`src/rtl/btn_pkg.sv`:
```
// Shared types and default timing constants for the pushbutton conditioner.
// Latency: n/a (package only).
// Backpressure: n/a (package only).
package btn_pkg;

    // Per-channel hold-to-repeat states
    typedef enum logic [1:0] {
        IDLE   = 2'd0,
        HOLD   = 2'd1,
        REPEAT = 2'd2
    } repeat_state_t;

    // Defaults sized for a 100 MHz system clock
    localparam int DEF_DEBOUNCE_CYCLES = 1000000;   // 10 ms
    localparam int DEF_REPEAT_DELAY    = 50000000;  // 500 ms before first repeat
    localparam int DEF_REPEAT_RATE     = 10000000;  // 100 ms between repeats
    localparam int DEF_CNT_W           = 26;

endpackage

```
`src/rtl/btn_chan.sv`:
```
// One button channel: 2-flop sync, debounce, press/release pulses, optional repeat (BTN_AUTO_REPEAT_EN).
// Latency: raw edge in cycle 0 shows on level_o and the press/release pulse in cycle DEBOUNCE_CYCLES+2.
// Backpressure: none; pulses are one cycle wide and are not held for a consumer.
module btn_chan
    import btn_pkg::*;
#(
    parameter int DEBOUNCE_CYCLES = DEF_DEBOUNCE_CYCLES,
    parameter int CNT_W           = DEF_CNT_W
`ifdef BTN_AUTO_REPEAT_EN
    ,
    parameter int REPEAT_DELAY    = DEF_REPEAT_DELAY,
    parameter int REPEAT_RATE     = DEF_REPEAT_RATE
`endif
) (
    input  logic clk_i,
    input  logic rst_ni,
    input  logic raw_i,
    output logic level_o,
    output logic press_o,
    output logic release_o
);

    localparam logic [CNT_W-1:0] DB_LAST = CNT_W'(DEBOUNCE_CYCLES - 1);

    logic             sync1_q;
    logic             sync2_q;
    logic [CNT_W-1:0] cnt_q;
    logic [CNT_W-1:0] cnt_d;
    logic             level_q;
    logic             level_d;
    logic             accept;
    logic             press_acc;
    logic             rel_acc;
    logic             press_q;
    logic             release_q;

    // Debounce: count cycles the synced input disagrees with the stable level
    always_comb begin
        cnt_d   = cnt_q;
        level_d = level_q;
        accept  = 1'b0;
        if (sync2_q == level_q) begin
            cnt_d = '0;
        end else if (cnt_q == DB_LAST) begin
            level_d = sync2_q;
            cnt_d   = '0;
            accept  = 1'b1;
        end else begin
            cnt_d = cnt_q + 1'b1;
        end
    end

    assign press_acc = accept & sync2_q;
    assign rel_acc   = accept & ~sync2_q;

    // Synchroniser, debounce state and edge pulses; pulses coincide with the level change
    always_ff @(posedge clk_i or negedge rst_ni) begin
        if (!rst_ni) begin
            sync1_q   <= 1'b0;
            sync2_q   <= 1'b0;
            cnt_q     <= '0;
            level_q   <= 1'b0;
            press_q   <= 1'b0;
            release_q <= 1'b0;
        end else begin
            sync1_q   <= raw_i;
            sync2_q   <= sync1_q;
            cnt_q     <= cnt_d;
            level_q   <= level_d;
            press_q   <= press_acc;
            release_q <= rel_acc;
        end
    end

`ifdef BTN_AUTO_REPEAT_EN
    localparam logic [CNT_W-1:0] RD_LAST = CNT_W'(REPEAT_DELAY - 1);
    localparam logic [CNT_W-1:0] RR_LAST = CNT_W'(REPEAT_RATE - 1);

    repeat_state_t    state_q;
    logic [CNT_W-1:0] rcnt_q;
    logic             rep_q;

    // Hold-to-repeat FSM; an accepted release always wins over a due repeat pulse
    always_ff @(posedge clk_i or negedge rst_ni) begin
        if (!rst_ni) begin
            state_q <= IDLE;
            rcnt_q  <= '0;
            rep_q   <= 1'b0;
        end else begin
            rep_q <= 1'b0;
            if (rel_acc) begin
                state_q <= IDLE;
                rcnt_q  <= '0;
            end else begin
                case (state_q)
                    IDLE: begin
                        if (press_acc) begin
                            state_q <= HOLD;
                            rcnt_q  <= '0;
                        end
                    end
                    HOLD: begin
                        if (rcnt_q == RD_LAST) begin
                            rep_q   <= 1'b1;
                            rcnt_q  <= '0;
                            state_q <= REPEAT;
                        end else begin
                            rcnt_q <= rcnt_q + 1'b1;
                        end
                    end
                    REPEAT: begin
                        if (rcnt_q == RR_LAST) begin
                            rep_q  <= 1'b1;
                            rcnt_q <= '0;
                        end else begin
                            rcnt_q <= rcnt_q + 1'b1;
                        end
                    end
                    default: begin
                        state_q <= IDLE;
                        rcnt_q  <= '0;
                    end
                endcase
            end
        end
    end

    // Initial press only fires from IDLE, so the two pulse sources never overlap
    assign press_o = press_q | rep_q;
`else
    assign press_o = press_q;
`endif

    assign level_o   = level_q;
    assign release_o = release_q;

endmodule

```
`src/rtl/btn_conditioner.sv`:
```
// NUM_BTNS independent button conditioners plus an any-press OR; repeat pulses need BTN_AUTO_REPEAT_EN.
// Latency: DEBOUNCE_CYCLES+2 cycles from a clean raw edge to level and pulse; any_press is same-cycle.
// Backpressure: none; all pulse outputs are single-cycle strobes.
module btn_conditioner
    import btn_pkg::*;
#(
    parameter int NUM_BTNS        = 3,
    parameter int DEBOUNCE_CYCLES = DEF_DEBOUNCE_CYCLES,
    parameter int REPEAT_DELAY    = DEF_REPEAT_DELAY,
    parameter int REPEAT_RATE     = DEF_REPEAT_RATE,
    parameter int CNT_W           = DEF_CNT_W
) (
    input  logic                Clk100M,
    input  logic                rst_n,
    input  logic [NUM_BTNS-1:0] btn_raw,
    output logic [NUM_BTNS-1:0] btn_level,
    output logic [NUM_BTNS-1:0] btn_press,
    output logic [NUM_BTNS-1:0] btn_release,
    output logic                any_press
);

    localparam longint CNT_MAX = (longint'(1) << CNT_W) - longint'(1);

    // Counters must be able to reach every programmed terminal count
    if (DEBOUNCE_CYCLES < 2 || DEBOUNCE_CYCLES > CNT_MAX ||
        REPEAT_DELAY < 1 || REPEAT_DELAY > CNT_MAX ||
        REPEAT_RATE < 1 || REPEAT_RATE > CNT_MAX) begin : g_bad_cfg
        $error("btn_conditioner: timing parameter out of range for CNT_W");
    end

    for (genvar gi = 0; gi < NUM_BTNS; gi++) begin : g_chan
        btn_chan #(
            .DEBOUNCE_CYCLES (DEBOUNCE_CYCLES),
            .CNT_W           (CNT_W)
`ifdef BTN_AUTO_REPEAT_EN
            ,
            .REPEAT_DELAY    (REPEAT_DELAY),
            .REPEAT_RATE     (REPEAT_RATE)
`endif
        ) u_chan (
            .clk_i     (Clk100M),
            .rst_ni    (rst_n),
            .raw_i     (btn_raw[gi]),
            .level_o   (btn_level[gi]),
            .press_o   (btn_press[gi]),
            .release_o (btn_release[gi])
        );
    end

    assign any_press = |btn_press;

endmodule
```
`config.mk`:
```
export PLATFORM = sky130hd
export DESIGN_NAME = btn_conditioner
export DESIGN_NICKNAME = d
export VERILOG_FILES = /design/src/rtl/btn_pkg.sv /design/src/rtl/btn_chan.sv /design/src/rtl/btn_conditioner.sv
export SDC_FILE = /design/constraint.sdc
export NUM_CORES = 1
export LEC_CHECK = 0
export CAP_MARGIN = 40
export CORE_ASPECT_RATIO = 1.75
export CORE_MARGIN = 2
export CORE_UTILIZATION = 38
export CTS_CLUSTER_DIAMETER = 80
export DETAILED_ROUTE_END_ITERATION = 6
export HOLD_SLACK_MARGIN = 0.06
export REMOVE_ABC_BUFFERS = 1
export SLEW_MARGIN = 20
export SYNTH_ARGS = -nofsm -noshare
export SYNTH_HDL_FRONTEND = slang
export SYNTH_SLANG_ARGS = --single-unit
```
`constraint.sdc`:
```
create_clock -name Clk100M -period 3.5 [get_ports Clk100M]
set_input_delay 1.05 -clock Clk100M [delete_from_list [all_inputs] [get_ports Clk100M]]
set_output_delay 1.05 -clock Clk100M [all_outputs]
set_load 0.01 [all_outputs]
```
After elaboration in Yosys (flattened, before gate mapping)
Cells that the tools add are included.

storage, ports and cells
  logic and storage cells = 55
  bits of input ports = 5
  flip-flop bits (word level) = 93
  output and inout port bits = 10

operators by class
  bitwise gates (word level) = 12
  $add $sub $neg = 3
  reductions and logical operators = 4
  muxes and demuxes = 12
  equality and inequality tests = 6

operators by type and width
  cell                                                                      number
  26-bit two-way mux                                                        6
  26-bit by 1-bit adder with 26-bit output (second input constant)          3
  26-bit by 20-bit equality test with 1-bit output (second input constant)  3
  1-bit bitwise AND                                                         6
  1-bit two-way mux                                                         6
  1-bit inverter                                                            6
  2-bit AND reduction                                                       3
  1-bit equality test                                                       3
  3-bit OR reduction                                                        1

Depth between registers and ports, before layout
Gate-level depths: netlist of the first run.

  depth after elaboration = 4
  depth in mapped cells = 6
  gate-level depth less buffers = 5

Cells and area by module
From an unflattened synthesis of the first run, not the netlist that was laid out.

second synthesis, totals
  cells, all modules = 469
  area total of the unflattened synthesis = 4664.5 sq um

by module, submodules not included
  module           cells an instance  times used  sequential area each (sq um)  area each (sq um)
  btn_chan         156                3           775.7                         1552.7
  btn_conditioner  1                  1           0.0                           6.3

Worst setup path before layout of the first run
OpenSTA, ideal clock, no wires.

  path type = reg2reg
  from = register g_chan[1].u_chan.cnt_q[20]
  to = register g_chan[1].u_chan.level_q
  stages on the path, launching flop included = 5
  arrival = 2.200 ns
  period minus slack after synthesis = 2.325 ns
  setup time = 0.125 ns
  path buffers = 0
  data required time = 3.375 ns
  path slack = 1.175 ns
  cells stage by stage = dfrtp_1 or4_1 or4_4 or4_4 mux2_4

on the way
  word-level cells in the longest chain between the ends = 2

RTL lines
  what                                              line            RTL
  start: declaration                                btn_chan.sv:27  logic [CNT_W-1:0] cnt_q;
  start signal: assignment                          btn_chan.sv:68  cnt_q <= cnt_d;
  26-bit by 20-bit equality test with 1-bit output  btn_chan.sv:44  end else if (cnt_q == DB_LAST) begin
  2-bit AND reduction (no line)                     n/a
  end signal: assignment                            btn_chan.sv:69  level_q <= level_d;
  end: declaration                                  btn_chan.sv:29  logic level_q;

Every way passes these cells.
A chain may end at the register's enable or synchronous reset.

Final worst setup path of the first run
  from = register g_chan[1].u_chan.press_q
  to = output any_press

on the way
  word-level cells in the longest chain between the ends = 1

RTL lines
  what                      line                   RTL
  start: declaration        btn_chan.sv:34         logic press_q;
  start signal: assignment  btn_chan.sv:70         press_q <= press_acc;
  3-bit OR reduction        btn_conditioner.sv:50  assign any_press = |btn_press;
  end: declaration          btn_conditioner.sv:19  output logic any_press

Every way passes these cells.

==> results by stage, run 1 <==
Die:
- For this design the top-level I/O count stands at 15.
- The die boundary width is 87.9 um.
- The core region is 12000 sq um.
- The floorplan has 53 rows.
- The height of the die is 151 um.
- The total die area is 13300 sq um.
- Once the floorplan was initialized, standard cells occupied 39.0% of the core.

Critical path:
- The depth of the worst register-to-register path is 5.
- The launch instance of the worst register-to-register path is g_chan[1].u_chan.cnt_q[20].
- The critical path endpoint category is a primary output.
- The setup slack of the worst register-to-register path is 0.86 ns.
- On the worst path, the slowest cell contributes a delay of 0.50 ns.
- The critical path is of the flop to primary output type.
- The startpoint class of the critical path is a flop.
- The critical path goes through or3_1, clkdlybuf4s50_1.
- The data arrival time of the critical path is 1.65 ns.
- The maximum fanout along the worst path is 2.
- The library cell contributing the largest single delay on the critical path is sky130_fd_sc_hd__clkdlybuf4s50_1.
- The required time at the endpoint of the critical path is 2.45 ns.
- Grouping stages by cell kind, the critical path spends the most delay in buffers and inverters.
- The endpoint of the lowest-slack register-to-register path is g_chan[1].u_chan.cnt_q[22].
- The sum of buffers and inverters on the critical path is 1.

Clock tree:
- The clock transition at the registers of the reported paths is 0.06 ns.
- TritonCTS created 9 clock buffers.
- The largest buffer count on any clock path is 2.
- TritonCTS built the clock tree.
- The post-CTS setup-driven buffer insertion count is 0.
- The post-cts sizing count is 0.
- Counting every sink on the clock net gives 93.
- The clock latency at the later pin of the worst-skew pair is 0.34 ns.
- The tree is rooted in a sky130_fd_sc_hd__clkbuf_16.
- The maximum level of the CTS H-tree is 3.
- The hold buffer count at CTS is 0.

Timing:
- The actual transition at the worst max-transition pin is 0.664 ns.
- The count of final setup violators is 0.
- Setup slack closes at 0.800 ns.
- The worst path in the final design needs a cycle of 2.70 ns, including I/O delays and setup.
- In the finished design, the share of the clock period the worst path needs comes to 77.1%.
- The clock skew after layout is 0.00746 ns.
- Setup repair after global routing left no endpoint under its margin.
- The final-report max-slew violation count is 0.
- The final hold violation count came to 0.
- The setup TNS after final layout is 0 ns.
- Measured against its own limit, the worst slew margin works out to 55.5%.
- The peak clock frequency supported by timing is 370 MHz.
- On the final layout, the worst hold slack is 0.350 ns.

Detailed routing:
- The uppermost metal layer occupied by signal nets is met4.
- The average vias per placed instance is 5.59.
- The wire length on met3 is 326 um.
- The amount of wire on met2 after detailed routing is 5140 um.
- In the final routed layout, each cell accounts on average for 15.3 um.
- The detailed router placed 3637 vias in this run.
- The post-route DRC violation count is 0.
- The iteration-0 DRC count of the detailed router is 140.
- The routed design has 9990 um of wire.
- After detailed routing, the wire length on met1 is 4290 um.
- The first-pass iteration count of the detailed router is 4.
- The count of nets left with antenna violations once routing finished came out at 0.

GRT:
- Summed over all layers, the global routing overflow is 0.
- The via count of the first global-routing pass came to 3589.
- The pin count of the biggest net entering global routing is 40.
- The aggregate global-route resource usage is 16.5%.
- The first-pass GRT wire length is 17200 um.
- The initial antenna violation count is 0.

Power and ir drop:
- The static power due to leakage is 2.09 nW.
- The worst-case IR drop observed on VDD is 0.315 mV.
- Of the total power, combinational logic draws 2.9%.
- The analysis attributes to net switching a power of 451 uW.
- Overall power consumption after layout is estimated at 2.25 mW.
- The internal portion of the total power is 1.80 mW.
- The clock network is responsible for 48.2% of the overall power.
- Of the total power, the share spent switching nets is 20.0%.
- In this run the power density over the cells is 425 nW/um^2.
- Registers are responsible for 48.9% of the overall power.

Place:
- Detailed placement ended at an HPWL of 7180 um.
- Routability-driven placement finished with a final weighted congestion of 0.799.
- The number of port buffers is 14.
- Counting tap cells, the placed design contains a total of 636 instances.
- At the placement stage, the worst setup path has a slack of 0.875 ns.

Synth:
- Counting flops and latches in the post-synthesis netlist gives 93.
- After synthesis the cells add up to 4690 sq um.
- The average footprint of a synthesized cell is 9.93 sq um.
- The largest total area in the synthesized netlist belongs to sky130_fd_sc_hd__dfrtp_1.
- Counting every instance in the synthesized netlist gives 472.
- In the synthesized netlist the dominant register cell turns out to be sky130_fd_sc_hd__dfrtp_1.
- The most instantiated library cell after synthesis is sky130_fd_sc_hd__dfrtp_1.
- Counting instances in the post-synthesis netlist gives the leading cell types as sky130_fd_sc_hd__dfrtp_1 (93), sky130_fd_sc_hd__nor2_1 (51), sky130_fd_sc_hd__a21oi_1 (32), sky130_fd_sc_hd__nand3_1 (32).
- The fraction of synthesized cell area taken by the top area cell type is 49.7%.
- In this run, synthesis inferred 0 flip-flops with an integrated enable.
- Counting flops with an async set or reset pin after synthesis yields a share of 100%.
- The post-synthesis sequential area ratio is 49.7%.
- Counting distinct cell types in the post-synthesis netlist gives 39.
- After synthesis, the cell types taking the most area are sky130_fd_sc_hd__dfrtp_1 (50%), sky130_fd_sc_hd__xor2_1 (5.0%), sky130_fd_sc_hd__nor2_1 (4.1%).
- For this run, the number of Yosys warnings is 0.

Hold path:
- The launch point of the worst hold path is g_chan[2].u_chan.sync1_q.
- For hold timing, the worst endpoint is g_chan[2].u_chan.sync2_q.
- Along the worst hold path, the cell count comes to 0.
- The path type of the worst min-delay path is flop to flop.

Layout:
- The number of nets at the end of the flow is 493.
- The fraction of final layout cells with drive strength greater than 1 is 8.23%.
- The post-route non-filler standard cell count is 651.
- The synthesis-to-layout area growth is 13.2%.
- The number of antenna cells inserted is 0.

Outcome:
- The flow ran to the end, and the final reports show no timing, DRC or antenna violations.

Job:
- Across the run, the number of max-cap violations was 0.
==> per-layer routing <==
metal / up-vias / track usage [%]
li1: 1755 / -
met1: 1777 / 20.5
met2: 86 / 27.0
met3: 19 / 4.03
met4: 0 / 6.85
met5: - / 0
==> cells in the final DEF, fill, tap and decap left out, drive strengths merged, types with 2 or more instances in the layout <==
master	Yosys	final
nand3	32	32
o31ai	17	17
inv	7	7
xnor2	16	16
dfrtp	93	93
and4	7	7
o21ai	12	12
ha	6	6
and3	12	12
clkdlybuf4s50	0	13
mux2	3	3
o41ai	4	4
or4	24	24
nand4	22	22
clkbuf	10	11
a21oi	32	32
nor4	10	10
and2	5	5
nand2	27	27
or4b	5	5
nor3b	4	4
xor2	27	27
nor4b	3	3
nor2	51	51
bufinv	0	3
nor3	6	6
and3b	2	2
or3	19	19
buf	11	7
==> power groups by stage <==
stage          registers [mW]  clock network (mW)  logic, mW
6_report                 1.10                1.09     0.0651
4_1_cts                  1.10                1.12     0.0685
3_5_place_dp             1.12                   0     0.0684
2_1_floorplan            1.12                   0     0.0268
3_3_place_gp             1.12                   0     0.0669
5_1_grt                  1.10                1.17     0.0766
==> worst register-to-register path, stage by stage (launching register included) <==
cell                      delay [ns]
sky130_fd_sc_hd__dfrtp_1        0.43
sky130_fd_sc_hd__or4_1          0.55
sky130_fd_sc_hd__or4_4          0.58
sky130_fd_sc_hd__o41ai_4        0.56
sky130_fd_sc_hd__buf_4          0.32
sky130_fd_sc_hd__a21oi_1        0.07
==> cell type report <==
class	instances	area (sq um)
Timing Repair Buffer	20	183
Fill cell	1162	6700
Clock buffer	11	233
Multi-Input combinational cell	351	2230
Inverter	7	26.3
Sequential cell	93	2330
Clock inverter	4	97.6
Tap cell	165	206
==> state kept, by name, indices dropped and copies added (netlist names) <==
name,flops
g_chan.u_chan.cnt_q,78
g_chan.u_chan.release_o,3
g_chan.u_chan.sync2_q,3
g_chan.u_chan.press_o,3
g_chan.u_chan.level_o,3
g_chan.u_chan.sync1_q,3
==> through the flow <==
step / utilization [%] / instance area, sq um
after floorplan: - / 4570
after global placement: 41.4 / 4970
after detailed placement: 41.4 / 4970
after CTS: 44.2 / 5300
after global routing: 44.2 / 5300
final: 44.2 / 5300
==> logic make-up (layout without fill, tap and decap cells) <==
| logic type | count (synthesis) | in the layout | share of synthesized area (%) |
|---|---|---|---|
| mux | 3 | 3 | 0.801 |
| xor+xnor | 43 | 43 | 8.04 |
| buf+inv | 28 | 42 | 3.02 |
| fa+ha+maj | 6 | 6 | 1.60 |
| simple gates | 232 | 232 | 28.0 |
| compound gates | 67 | 67 | 8.92 |
| flops | 93 | 93 | 49.7 |
==> worst max path at each step <==
stage / depth (start not counted) / to / startpoint / slack [ns]
6_report: 2 / any_press / g_chan[1].u_chan.press_o / 0.80
5_1_grt: 5 / g_chan[1].u_chan.cnt_q[22] / g_chan[1].u_chan.cnt_q[20] / 0.73
4_1_cts: 2 / any_press / g_chan[1].u_chan.press_o / 0.80
3_5_place_dp: 5 / g_chan[1].u_chan.cnt_q[22] / g_chan[1].u_chan.cnt_q[20] / 0.87
3_3_place_gp: 5 / g_chan[1].u_chan.cnt_q[3] / g_chan[1].u_chan.cnt_q[20] / 0.90
2_1_floorplan: 4 / g_chan[0].u_chan.cnt_q[10] / g_chan[0].u_chan.cnt_q[8] / 0.29
(Power assumes the default switching activity.)
==> inputs of run 2 (changes only) <==
clock period = 2.4 ns   (was 3.5 ns; I/O delays follow)
==> run 2 against run 1 <==
Die area is the same; sequential power grew 45%; clock skew shrank 0.0018 ns; register-to-register slack lost 0.82 ns; utilization grew 1.1 points; combinational power grew 52%; sequential share of layout area shrank 1.1 points; clock power grew 39%; power grew 43%.
==> results by stage, run 2 (synthesis gave the netlist of run 1 again) <==
Outcome:
- The flow ran to the end, and the final reports show no timing, DRC or antenna violations.

Layout:
- After filler insertion, the fill cell instance count of the layout stands at 1141.
- The number of flip-flops under the largest register name is 78.
- The number of antenna diodes in the final layout is 0.
- The most common cell after layout, fill and taps aside is sky130_fd_sc_hd__dfrtp_1.
- Compared with the post-synthesis result, the final layout area differs by 16.0%.
- The sequential cell area is 2330 sq um.
- The fraction of final layout cells with drive strength greater than 1 is 11.6%.
- The multi-input combinational cells in the finished layout cover a total of 2230 sq um.
- For this run, the post-layout net count is 509.
- More flip-flops sit in one register than any other, and that register is g_chan.u_chan.cnt_q.
- Leaving out fill and tap cells, the most frequent cells in the layout are sky130_fd_sc_hd__dfrtp_1 (93), sky130_fd_sc_hd__nor2_1 (51), sky130_fd_sc_hd__nand3_1 (32), sky130_fd_sc_hd__a21oi_1 (32).
- The count of cells in the finished layout, fillers not included, comes to 667.

Detailed routing:
- For this run, design rule violations remaining after detail routing come to 0.
- The first detailed-routing pass took 4 iterations.
- The average vias per placed instance is 5.50.
- Dividing the detail-routed wire length by the instance count gives 15.2 um.
- The antenna violation net count after detailed routing is 0.
- For this block, the via count after detailed routing is 3667.
- The detailed router finished its first iteration with 153 violations.
- The aggregate routed wire length is 10100 um.

Clock tree:
- The total number of clock tree sinks is 93.
- The clock reaches the later pin of the worst-skew pair after 0.34 ns.
- TritonCTS built the clock tree.
- The clock passes through at most 2 buffers.
- The maximum level of the CTS H-tree is 3.
- The tree is rooted in a sky130_fd_sc_hd__clkbuf_16.
- After clock tree synthesis, the clock-pin slew on the worst setup and hold paths is 0.06 ns.
- The number of setup buffers added after CTS is 0.
- The number of buffers created by CTS is 9.

Timing:
- The actual transition at the worst max-transition pin is 0.649 ns.
- Summed over all failing endpoints, the final setup total negative slack is 0 ns.
- The final-report max-slew violation count is 0.
- The clock skew after layout is 0.00565 ns.
- In this run the tightest slew margin relative to its limit is 56.4%.
- The shortest clock period the worst path allows after layout is 2.36 ns.
- Setup violations remaining at the end of the flow were counted as 0.
- Derived from the worst setup path, the maximum achievable clock frequency is 423 MHz.
- The worst path uses 98.4% of the clock period.
- In the post-route analysis, the smallest setup slack over all paths is 0.0378 ns.
- Setup repair after global routing could not meet its margin everywhere.
- The final hold violation count is 0.

Place:
- At the placement stage, the worst setup path has a slack of 0.0318 ns.
- The cell count after placement is 652.
- The number of port buffers is 14.
- Once detailed placement completed, the half-perimeter wirelength came to 7040 um.
- The final weighted congestion of routability-driven global placement is 0.850.

Die:
- The die covers 13300 sq um.
- The placeable core region is 12000 sq um.
- Pin placement for this block handled 15 I/O pins.
- The height of the die is 151 um.
- From left edge to right edge, the die measures 87.9 um.
- The row count is 53.
- The initial utilization of the core area, before any placement, comes to 39.0%.

Critical path:
- At the worst endpoint, the required time is 2.62 ns.
- The largest single stage delay on the critical path is 0.55 ns.
- The sum of buffers and inverters on the critical path is 0.
- STA classifies the critical path endpoint as a flop.
- On the critical path the largest part of the delay comes from simple AND/OR/NAND/NOR gates.
- The maximum fanout along the worst path is 4.
- The cell seen most often among critical-path stages is sky130_fd_sc_hd__or4_4.
- Traced cell by cell, the critical path runs through or4_4, or4_4, or4_4, mux2_4.
- The slowest stage of the critical path belongs to the cell sky130_fd_sc_hd__or4_4.
- The worst setup path is launched from a flop.
- The worst setup path is of the flop to flop kind.
- Data on the critical path arrives at its endpoint at 2.58 ns.

Hold path:
- The tightest min-delay check is of the flop to flop type.

Power and ir drop:
- The clock network power share is 47.0%.
- The switching fraction of total power is 20.6%.
- The share of power burned in combinational logic is 3.1%.
- The static power due to leakage is 2.18 nW.
- The areal power density over the cells is 591 nW/um^2.
- The power dissipated by switching net loads is 662 uW.
- The sequential group share of total power is 49.9%.
- VDD sags by at most 0.402 mV.
- Overall power consumption after layout is estimated at 3.21 mW.
- Internal power comes to 2.55 mW.

GRT:
- Entering global routing, the biggest net connects 94 pins.
- The via count of the first global-routing pass is 3551.
- The initial antenna violation count is 0.
- The first-pass GRT wire length is 16900 um.
- The aggregate global-route resource usage is 16.2%.
- Summed over all layers, the global routing overflow is 0.

Job:
- The max-capacitance violation count is 0.
run 2: changes by cell type in the layout (fill, tap and decap cells not counted), sizes merged:
cell / previous run / this run
buf: 7 / 23
bufinv: 3 / 2
clkdlybuf4s50: 13 / 12
clkinv: 0 / 1
dlygate4sd2: 0 / 1
run 2: worst register-to-register path, stage by stage, from the launching register on:
cell and delay, ns:
sky130_fd_sc_hd__dfrtp_1 0.38, sky130_fd_sc_hd__or4_4 0.54, sky130_fd_sc_hd__or4_4 0.55, sky130_fd_sc_hd__or4_4 0.46, sky130_fd_sc_hd__mux2_4 0.31
run 2: metal layers:
layer,GRT usage (%),vias to the layer above,share of wire (%)
li1,-,1781,-
met1,19.9,1823,42
met2,28.1,50,53
met3,2.51,13,2.0
met4,6.69,0,2.6
met5,0,-,0
run 2: final cells by class:
class / instances / area share, %
clock buffer: 11 / 4.47
clock inverter: 4 / 1.34
inverter: 7 / 0.483
multi-input combinational: 351 / 41.1
sequential: 93 / 42.8
tap: 165 / 3.80
timing repair buffer: 36 / 6.01
run 2: worst paths after layout:
| path | cells after the start | start | slack [ns] | to |
|---|---|---|---|---|
| worst max-delay path | 4 | g_chan[1].u_chan.cnt_q[20] | 0.04 | g_chan[1].u_chan.level_o |
| worst min-delay path | 0 | g_chan[2].u_chan.sync1_q | 0.35 | g_chan[2].u_chan.sync2_q |
| worst max register to register | 4 | g_chan[1].u_chan.cnt_q[20] | 0.04 | g_chan[1].u_chan.level_o |
| worst min register to register | 0 | g_chan[2].u_chan.sync1_q | 0.35 | g_chan[2].u_chan.sync2_q |
| max in group asynchronous | 2 | rst_n | 1.59 | g_chan[0].u_chan.cnt_q[21] |
| min in group asynchronous | 2 | rst_n | 0.42 | g_chan[1].u_chan.cnt_q[0] |
run 2: what timing repair did:
| item | in CTS | in global routing |
|---|---|---|
| pin swaps | 0 | 0 |
| resized for setup | 1 | 1 |
| hold buffers | 0 | 0 |
| setup endpoints to repair | 1 | 21 |
run 2: power groups by stage:
| stage | Combinational (mW) | Clock [mW] | Sequential [mW] |
|---|---|---|---|
| floorplan | 0.0391 | 0 | 1.63 |
| CTS | 0.103 | 1.55 | 1.60 |
| detailed placement | 0.103 | 0 | 1.63 |
| global placement | 0.102 | 0 | 1.63 |
| finish | 0.0991 | 1.51 | 1.60 |
| global route | 0.114 | 1.61 | 1.61 |
run 2: per-stage QoR:
| stage | instance area, sq um | hold slack (ns) | util, % |
|---|---|---|---|
| 2_1_floorplan | 4570 | 0.331 | - |
| 3_3_place_gp | 5120 | 0.334 | 42.6 |
| 3_5_place_dp | 5120 | 0.340 | 42.6 |
| 4_1_cts | 5430 | 0.354 | 45.3 |
| 5_1_grt | 5440 | 0.357 | 45.3 |
| 6_report | 5440 | 0.350 | 45.3 |
==> inputs of run 3 (changes only) <==
PLACE_DENSITY = 0.53   (was default)
==> run 3 against run 2 <==
Combinational power hardly changed; sequential share of layout area shrank 0.40 points; fmax hardly changed; global-route usage up 0.89 points; worst setup slack improved by 0.00097 ns; design area increased by 0.94%; via count is 1.5% higher; highest routed layer unchanged; hold slack got worse by 0.063 ns; register-to-register slack is essentially flat; sequential power is essentially flat; clock power is 9% higher; critical path depth did not move.
==> results by stage, run 3 (synthesis gave the netlist of run 1 again) <==
Place:
- Including well taps, the total number of placed cells is 657.
- The congestion estimate from routability-driven global placement came to 0.811.
- The half-perimeter wire length after placement is 7670 um.
- During placement, the flow inserted port buffers numbering 14.
- The pre-CTS setup slack is 0.0109 ns.
- Once placement finished, the instance area stood at 5140 sq um.

Die:
- The floorplan has 53 rows.
- In this run the vertical extent of the chip is 151 um.
- The floorplan step defined a die boundary enclosing 13300 sq um.
- The initial cell density of the core is 39.0%.
- In this run the count of I/O pins placed on the die edge is 15.
- The die boundary width is 87.9 um.
- The placeable core region is 12000 sq um.

Layout:
- The final-layout fill cell count is 1161.
- The library cell used most frequently in the layout, excluding fill and tap cells, is sky130_fd_sc_hd__dfrtp_1.
- The register name with the most flops is g_chan.u_chan.cnt_q.
- Leaving out fill and tap cells, the most frequent cells in the layout are sky130_fd_sc_hd__dfrtp_1 (93), sky130_fd_sc_hd__nor2_1 (51), sky130_fd_sc_hd__nand3_1 (32), sky130_fd_sc_hd__a21oi_1 (32).
- The final non-filler cell area is 5490 sq um.
- The area growth from synthesis to layout is 17.1%.
- The area of combinational cells with multiple inputs is 2230 sq um.
- In the final layout, flip-flops and latches occupy 2330 sq um.
- The net count of the finished layout is 514.
- The utilization of the core after routing is 45.7%.
- In the final layout, the share of cells above drive strength 1 is 12.6%.
- Once layout is complete, the cells apart from fillers number 673.
- The register with the most flip-flops in the layout has 78 of them.
- The number of antenna cells inserted is 0.

Power and ir drop:
- The areal power density over the cells is 612 nW/um^2.
- Combinational logic burns 3.0% of the power.
- Overall power consumption after layout is estimated at 3.36 mW.
- The switching fraction of total power is 21.3%.
- In this run, the clock network consumes 49.2% of the power.
- The worst voltage drop across the vdd grid is 0.367 mV.
- Internal power comes to 2.64 mW.
- The static power due to leakage is 2.22 nW.
- The sequential group share of total power is 47.8%.
- The analysis attributes to net switching a power of 714 uW.

Job:
- The tool flagged a number of max-cap violations equal to 0.

Clock tree:
- The post-CTS setup-driven buffer insertion count is 0.
- In this run, CTS created clock tree buffers numbering 9.
- The largest buffer count on any clock path is 2.
- The total number of clock tree sinks is 93.
- The maximum level of the CTS H-tree is 3.
- The root buffer cell chosen for the clock tree is sky130_fd_sc_hd__clkbuf_16.
- TritonCTS built the clock tree.
- The hold buffer count at CTS is 0.
- After clock tree synthesis, the clock-pin slew on the worst setup and hold paths is 0.07 ns.
- The clock reaches the later pin of the worst-skew pair after 0.35 ns.

Critical path:
- The critical path endpoint category is a flop.
- The data arrival time of the critical path is 2.60 ns.
- At the worst endpoint, the required time is 2.63 ns.
- The maximum fanout along the worst path is 4.
- The startpoint class of the critical path is a flop.
- The worst setup path is of the flop to flop kind.

GRT:
- The via count of the first global-routing pass is 3709.
- The initial antenna violation count is 0.
- The pin count of the biggest net entering global routing is 48.
- The overall overflow remaining after global route is 0.
- The first-pass GRT wire length is 17800 um.
- For this run, the total global-route usage over all layers was measured as 17.1%.

Detailed routing:
- For this block, the via count after detailed routing is 3722.
- The average vias per placed instance is 5.53.
- The count of nets left with antenna violations once routing finished came out at 0.
- The first-pass iteration count of the detailed router is 5.
- In the routed design, unresolved DRC markers number 0.
- The iteration-0 DRC count of the detailed router is 168.
- The aggregate routed wire length is 10300 um.
- In the final routed layout, each cell accounts on average for 15.4 um.

Timing:
- The actual transition at the worst max-transition pin is 0.562 ns.
- The routed design could run at a clock period as short as 2.36 ns.
- Across all hold checks on the routed design, the worst slack comes to 0.287 ns.
- Setup repair after global routing left no endpoint under its margin.
- Static timing analysis puts the maximum clock frequency at 424 MHz.
- The final hold violation count is 0.
- The final-report max-slew violation count was 0.
- Setup violations remaining at the end of the flow were counted as 0.
- In the post-route analysis, the smallest setup slack over all paths is 0.0387 ns.
- The clock skew after layout is 0.00788 ns.
- After layout, the worst path uses 98.4% of the clock period.
- Measured against its own limit, the worst slew margin works out to 62.0%.
- The setup TNS after final layout is 0 ns.

Outcome:
- The flow ran to the end, and the final reports show no timing, DRC or antenna violations.

Hold path:
- The worst hold path belongs to the class input port to async pin.
-- run 3: per-layer routing --
| layer | up-vias | track usage (%) | routed length, um |
|---|---|---|---|
| met2 | 52 | 29.4 | 5380 |
| met3 | 29 | 2.94 | 224 |
| met4 | 0 | 8.92 | 394 |
| met5 | - | 0 | 0 |
| met1 | 1841 | 20.2 | 4340 |
| li1 | 1800 | - | - |
-- run 3: worst paths after layout --
check,from,to,slack [ns],cells past startpoint
min in group Clk100M,g_chan[0].u_chan.sync1_q,g_chan[0].u_chan.sync2_q,0.35,0
worst max register to register,g_chan[1].u_chan.cnt_q[20],g_chan[1].u_chan.level_o,0.04,4
worst max-delay path,g_chan[1].u_chan.cnt_q[20],g_chan[1].u_chan.level_o,0.04,4
max in group asynchronous,rst_n,g_chan[2].u_chan.cnt_q[0],1.50,2
worst min-delay path,rst_n,g_chan[1].u_chan.cnt_q[21],0.29,1
worst min register to register,g_chan[0].u_chan.sync1_q,g_chan[0].u_chan.sync2_q,0.35,0
-- run 3: worst max-delay path, cell delays in order, from the launching register on --
cell and delay, ns:
sky130_fd_sc_hd__dfrtp_1 0.37, sky130_fd_sc_hd__or4_1 0.55, sky130_fd_sc_hd__or4_4 0.56, sky130_fd_sc_hd__or4_4 0.46, sky130_fd_sc_hd__mux2_4 0.31
-- run 3: cell type report --
type	count	share of cell area (%)
inverters	7	0.479
flip-flops and latches	93	42.4
repair buffers	41	6.41
clock inverters	7	2.19
well taps	165	3.76
multi-input cells	351	40.6
clock buffers	9	4.10
-- run 3: power by group through the flow --
stage,Clock [mW],Combinational (mW),Sequential (mW)
after global placement,0,0.105,1.63
after detailed placement,0,0.106,1.63
after floorplan,0,0.0391,1.63
after global routing,1.75,0.118,1.61
final,1.65,0.102,1.60
after CTS,1.69,0.107,1.60
-- run 3: timing repair --
action                                 in CTS  in global routing
endpoints found under the hold margin       0                  0
gates resized for setup                     1                  0
pin swaps                                   0                  1
cloned                                      0                  0
setup endpoints to repair                   1                  1
